--- src/rtl/sound_pkg.sv ---
// Shared constants and state encoding for the sound input subsystem.
package sound_pkg;

    localparam int unsigned SND_WIN_LOG2_DEF    = 9;
    localparam int unsigned SND_ACT_WINDOWS_DEF = 4;

    typedef enum logic [1:0] {
        S_IDLE,
        S_FILL,
        S_RUN
    } snd_state_t;

endpackage

--- src/rtl/sound_demod_if.sv ---
// Control inputs and recovered-sample outputs of sound_demod.
// master: the demodulator; slave: the consumer that enables it and reads samples.
interface sound_demod_if;

    logic       enable;
    logic       bit_in;
    logic [7:0] sample;
    logic       sample_stb;
    logic       sample_chg;
    logic       active;

    modport master (
        input  enable,
        input  bit_in,
        output sample,
        output sample_stb,
        output sample_chg,
        output active
    );

    modport slave (
        output enable,
        output bit_in,
        input  sample,
        input  sample_stb,
        input  sample_chg,
        input  active
    );

endinterface

--- src/rtl/sound_in_cond.sv ---
// Input conditioning for the PWM bitstream: 2-FF synchronizer, optional 3-tap
// majority filter (SOUND_DEMOD_GLITCH_FILTER_EN) and edge detect on the result.
module sound_in_cond (
    input  logic clk,
    input  logic rst,
    input  logic bit_in,
    output logic bit_s,
    output logic edge_det
);

    logic sync1;
    logic sync2;
    logic bit_s_q;

    always_ff @(posedge clk or posedge rst) begin
        if (rst) begin
            sync1 <= 1'b0;
            sync2 <= 1'b0;
        end else begin
            sync1 <= bit_in;
            sync2 <= sync1;
        end
    end

`ifdef SOUND_DEMOD_GLITCH_FILTER_EN
    logic tap1;
    logic tap2;

    always_ff @(posedge clk or posedge rst) begin
        if (rst) begin
            tap1 <= 1'b0;
            tap2 <= 1'b0;
        end else begin
            tap1 <= sync2;
            tap2 <= tap1;
        end
    end

    // Majority of three consecutive samples; centred on tap1, hence one extra clock.
    assign bit_s = (sync2 & tap1) | (sync2 & tap2) | (tap1 & tap2);
`else
    assign bit_s = sync2;
`endif

    always_ff @(posedge clk or posedge rst) begin
        if (rst) begin
            bit_s_q <= 1'b0;
        end else begin
            bit_s_q <= bit_s;
        end
    end

    assign edge_det = bit_s ^ bit_s_q;

endmodule

--- src/rtl/sound_demod.sv ---
// Recovers 8-bit samples from a 512-clock triangle-PWM bitstream by counting high
// clocks per window. Build option: SOUND_DEMOD_GLITCH_FILTER_EN (see sound_in_cond).
module sound_demod
    import sound_pkg::*;
#(
    parameter int unsigned WIN_LOG2    = SND_WIN_LOG2_DEF,
    parameter int unsigned ACT_WINDOWS = SND_ACT_WINDOWS_DEF
) (
    input  logic         clk,
    input  logic         rst,
    sound_demod_if.master bus
);

    localparam int unsigned SHIFT = WIN_LOG2 - 8;
    localparam int unsigned ICW   = $clog2(ACT_WINDOWS + 1);
    localparam logic [ICW-1:0] ACT_MAX = ICW'(ACT_WINDOWS);

    snd_state_t          state;
    snd_state_t          state_nxt;
    logic [WIN_LOG2-1:0] wctr;
    logic [WIN_LOG2:0]   ones;
    logic [WIN_LOG2:0]   full;
    logic [WIN_LOG2:0]   scaled;
    logic [7:0]          result;
    logic [7:0]          sample_q;
    logic                stb_q;
    logic                chg_q;
    logic                edge_seen;
    logic [ICW-1:0]      idle_cnt;
    logic                bit_s;
    logic                edge_det;
    logic                counting;
    logic                wend;

    sound_in_cond u_cond (
        .clk      (clk),
        .rst      (rst),
        .bit_in   (bus.bit_in),
        .bit_s    (bit_s),
        .edge_det (edge_det)
    );

    assign counting = bus.enable && (state != S_IDLE);
    assign wend     = counting && (wctr == '1);

    // ones holds the window minus the current clock; full folds the current bit in,
    // so ones can simply clear at the boundary without losing a cycle.
    assign full   = ones + {{WIN_LOG2{1'b0}}, bit_s};
    assign scaled = full >> SHIFT;
    assign result = (|scaled[WIN_LOG2:8]) ? 8'hFF : scaled[7:0];

    always_ff @(posedge clk or posedge rst) begin
        if (rst) begin
            state <= S_IDLE;
        end else begin
            state <= state_nxt;
        end
    end

    always_comb begin
        state_nxt = state;
        if (!bus.enable) begin
            state_nxt = S_IDLE;
        end else begin
            case (state)
                S_IDLE:  state_nxt = S_FILL;
                S_FILL:  if (wend) state_nxt = S_RUN;
                S_RUN:   state_nxt = S_RUN;
                default: state_nxt = S_IDLE;
            endcase
        end
    end

    always_ff @(posedge clk or posedge rst) begin
        if (rst) begin
            wctr      <= '0;
            ones      <= '0;
            edge_seen <= 1'b0;
            idle_cnt  <= ACT_MAX;
            sample_q  <= 8'h00;
            stb_q     <= 1'b0;
            chg_q     <= 1'b0;
        end else if (!counting) begin
            wctr      <= '0;
            ones      <= '0;
            edge_seen <= 1'b0;
            idle_cnt  <= ACT_MAX;
            stb_q     <= 1'b0;
            chg_q     <= 1'b0;
        end else begin
            wctr  <= wctr + 1'b1;
            stb_q <= 1'b0;
            chg_q <= 1'b0;
            if (wend) begin
                ones      <= '0;
                edge_seen <= 1'b0;
                if (edge_seen || edge_det) begin
                    idle_cnt <= '0;
                end else if (idle_cnt != ACT_MAX) begin
                    idle_cnt <= idle_cnt + 1'b1;
                end
                if (state == S_RUN) begin
                    sample_q <= result;
                    chg_q    <= (result != sample_q);
                    stb_q    <= 1'b1;
                end
            end else begin
                ones      <= full;
                edge_seen <= edge_seen | edge_det;
            end
        end
    end

    assign bus.sample     = sample_q;
    assign bus.sample_stb = stb_q;
    assign bus.sample_chg = chg_q;
    assign bus.active     = (idle_cnt < ACT_MAX);

endmodule
--- src/flat_wrapper.sv ---
// flat-port wrapper written by rule: the top's interface ports become plain ports
module sound_demod_flat import sound_pkg::*;
#(
    parameter int unsigned WIN_LOG2    = SND_WIN_LOG2_DEF,
    parameter int unsigned ACT_WINDOWS = SND_ACT_WINDOWS_DEF
)
  (clk, rst, bus_enable, bus_bit_in, bus_sample, bus_sample_stb, bus_sample_chg, bus_active);
  sound_demod_if bus_i ();
  input  logic clk;
  input  logic rst;
  input wire logic [$bits(bus_i.enable)-1:0] bus_enable;
  input wire logic [$bits(bus_i.bit_in)-1:0] bus_bit_in;
  output wire logic [$bits(bus_i.sample)-1:0] bus_sample;
  output wire logic [$bits(bus_i.sample_stb)-1:0] bus_sample_stb;
  output wire logic [$bits(bus_i.sample_chg)-1:0] bus_sample_chg;
  output wire logic [$bits(bus_i.active)-1:0] bus_active;
  assign bus_i.enable = bus_enable;
  assign bus_i.bit_in = bus_bit_in;
  assign bus_sample = bus_i.sample;
  assign bus_sample_stb = bus_i.sample_stb;
  assign bus_sample_chg = bus_i.sample_chg;
  assign bus_active = bus_i.active;
  sound_demod #(.WIN_LOG2(WIN_LOG2), .ACT_WINDOWS(ACT_WINDOWS)) u_core (.clk(clk), .rst(rst), .bus(bus_i));
endmodule
--- config.mk ---
export PLATFORM = sky130hd
export DESIGN_NAME = sound_demod_flat
export DESIGN_NICKNAME = d
export VERILOG_FILES = /design/src/rtl/sound_pkg.sv /design/src/rtl/sound_demod_if.sv /design/src/rtl/sound_in_cond.sv /design/src/rtl/sound_demod.sv /design/src/flat_wrapper.sv
export SDC_FILE = /design/constraint.sdc
export NUM_CORES = 1
export LEC_CHECK = 0
export CORE_MARGIN = 5
export CORE_UTILIZATION = 60
export CTS_CLUSTER_DIAMETER = 150
export DETAILED_ROUTE_END_ITERATION = 10
export PLACE_DENSITY = 0.82
export SLEW_MARGIN = 40
export SYNTH_ARGS = -nofsm -noshare
export SYNTH_HDL_FRONTEND = slang
export SYNTH_SLANG_ARGS = --single-unit
export TNS_END_PERCENT = 100
--- constraint.sdc ---
create_clock -name clk -period 3.1 [get_ports clk]
set_input_delay 0.465 -clock clk [delete_from_list [all_inputs] [get_ports clk]]
set_output_delay 0.465 -clock clk [all_outputs]
set_load 0.02 [all_outputs]
# Word-level counts from Yosys, hierarchy flattened
# Cells that the tools add are included.
[classes] order_cmp=1 mux=19 eq_ne=8 n_bitwise=2 addsub=3 n_reduce_logical=7
[op_table] operator="2-to-1 mux 10 bit" n=2
[op_table] operator="2-to-1 mux 3 bit" n=4
[op_table] operator="adder 10 x 1 -> 10 bit" n=1
[op_table] operator="adder 9 x 1 -> 9 bit, second input constant" n=1
[op_table] operator="equality test 9 bit, second input constant" n=1
[op_table] operator="2-to-1 mux 9 bit" n=1
[op_table] operator="2-to-1 mux 1 bit" n=8
[op_table] operator="2-to-1 mux 8 bit" n=1
[op_table] operator="!= test 8 bit" n=1
[op_table] operator="!= test 3 bit, second input constant" n=2
[op_table] operator="case mux 2 bit (3 select lines)" n=1
[op_table] operator="2-to-1 mux 2 bit" n=2
[op_table] operator="adder 3 x 1 -> 3 bit, second input constant" n=1
[op_table] operator="< comparator 3 bit, second input constant" n=1
[op_table] operator="!= test 3 x 2 -> 1 bit, second input constant" n=1
[op_table] operator="AND reduction 3 bit" n=1
[op_table] operator="equality test 2 x 1 -> 1 bit, second input constant" n=1
[op_table] operator="equality test 2 bit, second input constant" n=1
[op_table] operator="logical AND 1 bit" n=2
[op_table] operator="logical NOT 2 bit" n=1
[op_table] operator="!= test 2 bit, second input constant" n=1
[op_table] operator="AND reduction 2 bit" n=1
[op_table] operator="nonzero test 2 bit" n=1
[op_table] operator="logical OR 1 bit" n=1
[op_table] operator="other kinds (2)" n=2
[word_totals] output_inout_bits=11 input_bits=4 word_cells=51 register_bits=38

# Depth between registers and ports, before layout
# Gate-level depths: netlist of run 1.
[logic_depth] word_depth=6 mapped_depth=9 depth_no_buf=9

# Hierarchy
# A second synthesis of run 1 with hierarchy kept.
[unflattened] hier_cells=203 area_unflattened_um2=2001.9
[by_module_without_submodules] module="sound_demod" area_per_inst_um2=1914.3 cells_each=198 seq_area_each_um2=877.1 n_inst=1
[by_module_without_submodules] module="sound_in_cond" area_per_inst_um2=87.6 cells_each=5 seq_area_each_um2=75.1 n_inst=1

# Least setup slack after synthesis of run 1
# OpenSTA, ideal clock, no wires.
[synth_path] path_type="reg-to-reg" start="register u_core.u_cond.sync2 (netlist: u_core.u_cond.bit_s)" end="register u_core.chg_q (netlist: u_core.bus.sample_chg)" stages_incl_launch_ff=8 setup_slack_ps=1087 setup_ps=138 arrival_time_ps=1875 cell_sequence="dfrtp_1 ha_1 nand3_4 or3_4 o311a_1 a22oi_1 and4_1 a41oi_2"
[synth_between] elab_chain_len=6
[synth_rtl] item="from (decl)" line="sound_in_cond.sv:12" source="logic sync2;"
[synth_rtl] item="from (signal assigned)" line="sound_in_cond.sv:21" source="sync2 <= sync1;"
[synth_rtl] item="adder 10 x 1 -> 10 bit" line="sound_demod.sv:48" source="assign full = ones + {{WIN_LOG2{1'b0}}, bit_s};"
[synth_rtl] item="2-to-1 mux 8 bit" line="sound_demod.sv:50" source="assign result = (|scaled[WIN_LOG2:8]) ? 8'hFF : scaled[7:0];"
[synth_rtl] item="!= test 8 bit" line="sound_demod.sv:104" source="chg_q <= (result != sample_q);"
[synth_rtl] item="2-to-1 mux 1 bit" line="sound_demod.sv:102" source="if (state == S_RUN) begin"
[synth_rtl] item="2-to-1 mux 1 bit" line="sound_demod.sv:94" source="if (wend) begin"
[synth_rtl] item="2-to-1 mux 1 bit" line="sound_demod.sv:83" source="end else if (!counting) begin"
[synth_rtl] item="to (signal assigned)" line="sound_demod.sv:104"
[synth_rtl] item="to (decl)" line="sound_demod.sv:27" source="logic chg_q;"
# Every way passes these cells.
# A chain may end at the register's enable or synchronous reset.

# Worst setup path after layout of run 1
# Ends and elaborated chain as after synthesis.

==> results of run 1 <==
## critical path, stage by stage, from the launching register on
cell     delay [ps]
dfrtp_1         400
ha_1            250
nand3_4         140
or3_4           430
o311a_1         360
a22oi_1         170
and4_1          250
a41oi_2          90
## logic make-up after synthesis
logic type	share of synthesized area (%)
adder cells (fa/ha/maj)	6.54
buffers and inverters	2.81
flip-flops	49.8
AO/OA/AOI/OAI	9.61
XOR/XNOR	10.5
multiplexers	1.11
AND/OR/NAND/NOR	19.7
## metrics by stage
| step | instance area (µm²) | util (%) | std cells | total power [mW] |
|---|---|---|---|---|
| 2_1_floorplan | 1910 | - | 191 | 0.671 |
| 3_3_place_gp | 2100 | 68.6 | 246 | 0.707 |
| 3_5_place_dp | 2100 | 68.6 | 246 | 0.721 |
| 4_1_cts | 2170 | 71.2 | 254 | 1.05 |
| 5_1_grt | 2170 | 71.2 | 254 | 1.10 |
| 6_report | 2170 | 71.2 | 254 | 1.04 |
## path summary, 6_finish.rpt
kind / from / end / slack (ps)
setup / recovery: u_core.u_cond.bit_s / u_core.bus.sample_chg / 870
setup reg to reg: u_core.u_cond.bit_s / u_core.bus.sample_chg / 870
min in group asynchronous: rst / u_core.bus.sample[3] / 410
max in group asynchronous: rst / u_core.idle_cnt[2] / 1920
hold reg to reg: u_core.u_cond.sync1 / u_core.u_cond.bit_s / 380
hold / removal: u_core.u_cond.sync1 / u_core.u_cond.bit_s / 380
## power breakdown
group	internal, mW	switching [mW]
Clock	0.167	0.164
Sequential	0.523	0.0166
Combinational	0.0566	0.113
## cell usage in the layout (no fill, tap or decap), drive strengths merged, types with 2 or more instances in the layout
cell type,instances
and3,4
nand4,2
nand3,11
o22ai,2
and2,2
o31ai,2
nor2b,3
xnor2,14
nor2,32
clkdlybuf4s50,14
dfrtp,37
xor2,8
a21oi,9
inv,9
ha,10
clkinv,2
a31oi,6
clkbuf,5
nand2,15
or3,3
o21ai,6
## cell usage after synthesis (4+ instances only)
cell / count / share of area [%]
dfrtp_1: 37 / 48
a31oi_1: 6 / 2.0
nor2_1: 32 / 6.3
ha_1: 10 / 6.5
inv_1: 9 / 1.8
nand2_1: 15 / 2.9
and3_1: 4 / 1.3
nand3_1: 10 / 2.6
o21ai_0: 6 / 1.6
xor2_1: 8 / 3.7
xnor2_1: 13 / 6.0
a21oi_1: 9 / 2.4
## metal layers
| layer | global-route usage, % | part of all wire (%) | vias up | wire length [µm] |
|---|---|---|---|---|
| met3 | 5.40 | 6.2 | 4 | 220 |
| met2 | 30.1 | 48 | 46 | 1700 |
| met4 | 8.38 | 1.0 | 0 | 37 |
| li1 | - | - | 685 | - |
| met1 | 23.2 | 45 | 651 | 1590 |
| met5 | 0 | 0 | - | 0 |
## layout make-up
cell class	instances	share of cell area [%]
Clock buffer	5	1.73
Clock inverter	3	1.84
Inverter	9	1.55
Multi-Input combinational cell	140	41.7
Sequential cell	38	43.8
Tap cell	44	2.53
Timing Repair Buffer	15	6.79
## state kept, by name, summed over array words and instances, names as in the netlist
signal and count:
u_core.ones 10, u_core.bus.sample_stb 1, u_core.bus.sample 8, u_core.edge_seen 1, u_core.bus.sample_chg 1, u_core.u_cond.sync1 1, u_core.u_cond.bit_s_q 1, u_core.wctr 9
u_core.idle_cnt 3, u_core.u_cond.bit_s 1, u_core.state 2
==> metrics.md, run 1 <==
| Metric | Value |
|---|---|
| Status | `finished, final reports clean` |
| Clk_lat worst skew | `350 ps` |
| Initial DRC count | `116` |
| CTS Buffer Depth | `2` |
| Fmax | `449 MHz` |
| Post-CTS Hold Buffers | `0` |
| GP Congestion | `0.839` |
| Tmin final | `2230 ps` |
| Worst slew margin | `between 60% and 70%` |
| Grt ovf | `0` |
| Area grow syn2layout | `13.6%` |
| Post-synthesis sequential area ratio | `49.8%` |
| Static Leak | `0.950 nW` |
| Gr usage total | `18.7%` |
| # Post-CTS Setup Buffers | `0` |
| Clk root buf | `clkbuf_4` |
| DP Worst Slack | `a little under 700 ps` |
| Post-Syn Nets | `205` |
| Post-DP HPWL | `2680 µm` |
| Diodes inserted | `0` |
| Cells on worst reg2reg path | `7` |
| Critical setup path kind | `reg2reg` |
| FILL cells | `about 230` |
| PD cells | `479 nW/µm²` |
| Synth Warn # | `0` |
| Final ANT Viol Nets | `0` |
| Clock net sink count | `38` |
| Register area | `952 µm²` |
| Rows | `20` |
| Hold Path Class | `reg2reg` |
| Worst Path Required | `3320 ps` |
| Final setup fails | `0` |
| CTS tree | `done` |
| Die footprint | `4420 µm²` |
| Setup repair after global routing missed its margin | `no` |
| Num CTS Buffers | `5` |
| Worst vdd ir | `300 µV` |
| Cells after synthesis | `191` |
| PostCTS Resize Cnt | `0` |
| Port Buffers | `14` |
| TNS Setup | `0 ps` |
| DRC | `0` |
| Crit-path max FO | `8` |
| Worst slew pin tran | `467 ps` |
| Share of cells above drive strength 1 | `8.10%` |
| Largest net degree at the start of global routing | `28` |
| Fin crit share | `71.9%` |
| Crit start category | `register` |
| Slew Viols, Final | `0` |
| Drt total wl | `approximately 3500 µm` |
| Drt pass-1 iters | `4` |
| I/O Pins | `15` |
| Chip Width | `66.5 µm` |
| WL per Instance | `between 10 and 15 µm` |
| Final Hold Slack | `384 ps` |
| Clk_skew | `14.9 ps` |
| Arr. time, crit path | `about 2400 ps` |
| Via count | `roughly 1400` |
| Initial antenna violation count | `0` |
| First-pass GRT wire length | `6150 µm` |
| Ys async rst share | `100%` |
| Number of synthesized register bits | `38` |
| Final Hold Viols | `0` |
| Mapped Area | `1910 µm²` |
| Post-layout nets | `223` |
| Ys flop type | `dfrtp_1` |
| Level count of the clock H-tree | `2` |
| Final setup margin | `872 ps` |
| Via density | `5.46` |
| Area of the core | `3050 µm²` |
| Vias in the first global route | `approximately 1400` |
| MaxCap Viol Count | `0` |
| Starting Density | `62.7%` |
| Mean Syn Cell Area | `approximately 10 µm²` |
| Die H | `about 66 µm` |
| Count of flip-flops with a built-in enable after synthesis | `0` |
| Hold path cells | `0` |
| Critical Path Sink Type | `register` |
| Area occupied by multi-input gates | `907 µm²` |
| Worst-path clk slew | `110 ps` |
| Distinct cells, synth | `37` |
(Power assumes the default switching activity.)
==> inputs of run 2 (changes only) <==
- CORE_UTILIZATION: 60 -> 52
- PLACE_DENSITY: 0.82 -> 0.75
- clock period: 3.1 -> 2 ns (I/O delays scaled with it)
==> run 2 against run 1 <==
Final area increased by 8.9%. Core utilization decreased by 5.5 points. Sequential share of layout area shrank 3.6 points. Combinational power is 64% higher. Sequential cell count is the same. Sequential power is 56% higher. Global-route usage decreased by 0.83 points. Worst hold slack got worse by 14 ps. Worst setup slack got worse by 820 ps. Count of clock-buffer cells in the layout rose by 2. Critical path depth unchanged. Total power up 73%.
==> metrics.md, run 2 (synthesis gave the netlist of run 1 again) <==
| Metric | Value |
|---|---|
| Slew Viols, Final | `0 (unchanged)` |
| Final ANT Viol Nets | `0 (unchanged)` |
| Drt total wl | `3880 µm (was 3550 µm)` |
| Worst-path clk slew | `70 ps (was 110 ps)` |
| Area occupied by multi-input gates | `933 µm² (was 907 µm²)` |
| DP Worst Slack | `-1.12 ps (was 683 ps)` |
| Combinational share of power | `15.5% (was 16.3%)` |
| Hold Path Class | `reg2reg (unchanged)` |
| Area of the core | `3610 µm² (was 3050 µm²)` |
| DRC | `0 (unchanged)` |
| Hold EP | `u_core.u_cond.bit_s (unchanged)` |
| Rows | `22 (was 20)` |
| Commonest non-fill, non-tap cell in the layout | `dfrtp_1 (unchanged)` |
| Hold path cells | `0 (unchanged)` |
| Final Hold Viols | `0 (unchanged)` |
| Chip Width | `70.7 µm (was 66.5 µm)` |
| Worst Path Required | `2160 ps (was 3320 ps)` |
| Status | `finished, final reports clean (unchanged)` |
| Final setup margin | `47.3 ps (was 872 ps)` |
| Critical setup path kind | `reg2reg (unchanged)` |
| Starting Density | `53.1% (was 62.7%)` |
| Via count | `1437 (was 1386)` |
| R2r setup slk | `50 ps (was 870 ps)` |
| Post-layout util | `65.6% (was 71.2%)` |
| Crit-path max FO | `2 (was 8)` |
| Seq pwr share | `46.8% (was 51.9%)` |
| Clock power frac | `37.7% (was 31.8%)` |
| Worst Setup SP | `u_core.u_cond.bit_s (unchanged)` |
| Commonest cells after routing, fill and taps aside | `dfrtp_1 (37), nor2_1 (32), buf_4 (16) (was dfrtp_1 (37), nor2_1 (32), nand2_1 (15))` |
| Capturing point of the worst reg2reg path | `u_core.bus.sample_chg (unchanged)` |
| R2R Path Start | `u_core.u_cond.bit_s (unchanged)` |
| Level count of the clock H-tree | `2 (unchanged)` |
| Worst slew margin | `68.9% (was 68.8%)` |
| Clk root buf | `clkbuf_8 (was clkbuf_4)` |
| Worst slew pin tran | `466 ps (was 467 ps)` |
| Final setup fails | `0 (unchanged)` |
| HP Start | `u_core.u_cond.sync1 (unchanged)` |
| GP Congestion | `0.829 (was 0.839)` |
| Grt ovf | `0 (unchanged)` |
| Post-layout nets | `239 (was 223)` |
| Cells on worst reg2reg path | `7 (unchanged)` |
| Static Leak | `1.04 nW (was 0.950 nW)` |
| Share of cells above drive strength 1 | `16.4% (was 8.10%)` |
| Initial DRC count | `82 (was 116)` |
| Post-CTS Hold Buffers | `0 (unchanged)` |
| Via density | `5.24 (was 5.46)` |
| Die footprint | `4990 µm² (was 4420 µm²)` |
| Sw Ratio | `26.4% (was 28.2%)` |
| Arr. time, crit path | `2120 ps (was 2440 ps)` |
| Gr usage total | `17.9% (was 18.7%)` |
| Clock net sink count | `38 (unchanged)` |
| Crit start category | `register (unchanged)` |
| Diodes inserted | `0 (unchanged)` |
| Internal power | `1.32 mW (was 747 µW)` |
| Tmin final | `1950 ps (was 2230 ps)` |
| Post-DP HPWL | `2850 µm (was 2680 µm)` |
| Fmax | `512 MHz (was 449 MHz)` |
| Clk_lat worst skew | `290 ps (was 350 ps)` |
| Drt pass-1 iters | `4 (unchanged)` |
| Num CTS Buffers | `5 (unchanged)` |
| Port Buffers | `14 (unchanged)` |
| I/O Pins | `15 (unchanged)` |
| Psw | `474 µW (was 294 µW)` |
| Worst vdd ir | `518 µV (was 300 µV)` |
| Initial antenna violation count | `0 (unchanged)` |
| Vias in the first global route | `1497 (was 1393)` |
| Setup repair after global routing missed its margin | `no (unchanged)` |
| Clk_skew | `6.12 ps (was 14.9 ps)` |
| MaxCap Viol Count | `0 (unchanged)` |
| Max reg flops | `10 (unchanged)` |
| Largest net degree at the start of global routing | `39 (was 28)` |
| FILL cells | `281 (was 227)` |
| Final Hold Slack | `370 ps (was 384 ps)` |
| Most flops, register | `u_core.ones (unchanged)` |
| WL per Instance | `14.2 µm (was 14.0 µm)` |
| First-pass GRT wire length | `6950 µm (was 6150 µm)` |
| CTS tree | `done (unchanged)` |
| Area grow syn2layout | `23.7% (was 13.6%)` |
| Fin crit share | `97.6% (was 71.9%)` |
| CTS Buffer Depth | `2 (unchanged)` |
| Die H | `70.7 µm (was 66.5 µm)` |
| Critical Path Sink Type | `register (unchanged)` |
| TNS Setup | `0 ps (unchanged)` |
| Register area | `952 µm² (unchanged)` |
| PD cells | `759 nW/µm² (was 479 nW/µm²)` |
-- run 2: cell types whose count changed in the layout (fill, tap and decap cells not counted), sizes merged --
cell / previous run / this run
clkinv: 2 / 0
buf: 1 / 17
clkbuf: 5 / 7
-- run 2: worst max path at each step --
| stage | to | slack (ps) | cells after the start |
|---|---|---|---|
| after CTS | u_core.state[1] | 5 | 9 |
| after global routing | u_core.bus.sample[3] | 2 | 9 |
| after global placement | u_core.bus.sample_chg | 80 | 7 |
| after detailed placement | u_core.bus.sample_chg | -1 | 7 |
| after floorplan | u_core.bus.sample_chg | 0.3 | 7 |
| final | u_core.bus.sample_chg | 50 | 7 |
-- run 2: power by group through the flow --
stage               Sequential, mW  Combinational [mW]  Clock [mW]
floorplan                    0.845               0.195           0
global placement             0.848               0.254           0
detailed placement           0.853               0.281           0
CTS                          0.841               0.284       0.693
global route                 0.846               0.324       0.737
finish                       0.840               0.278       0.678
-- run 2: per-layer routing --
layer | GRT usage (%) | wire [µm] | part of all wire [%] | up-vias
met5 | 0 | 0 | 0 | -
met4 | 7.10 | 63 | 1.6 | 0
met3 | 5.82 | 144 | 3.7 | 6
met2 | 29.6 | 1980 | 51 | 24
met1 | 21.7 | 1690 | 44 | 694
li1 | - | - | - | 713
-- run 2: area by class of cell --
cell class / count / share of cell area (%)
tap: 48 / 2.54
inverter: 9 / 1.43
clock inverter: 1 / 1.27
timing repair buffer: 31 / 11.5
sequential: 38 / 40.2
clock buffer: 7 / 3.65
multi-input combinational: 140 / 39.4
-- run 2: critical path, cell delays in order, from the launching register on --
cell     delay, ps
dfrtp_1        400
ha_4           170
nand3_4         70
or3_4          380
o311a_1        300
a22oi_1        180
and4_1         250
a41oi_2         90
-- run 2: metrics by stage --
stage / instance area, µm² / cells / total power, mW
after global placement: 2220 / 265 / 1.10
after global routing: 2370 / 274 / 1.91
after floorplan: 1920 / 191 / 1.04
after CTS: 2340 / 273 / 1.82
after detailed placement: 2220 / 265 / 1.13
final: 2370 / 274 / 1.80
-- run 2: what timing repair did --
action                                  4_1_cts  5_1_grt
pin swaps                                     1        6
endpoints found under the setup margin        1       12
buffers inserted                              0        1
endpoints found under the hold margin         0        0
resized for setup                             1        6
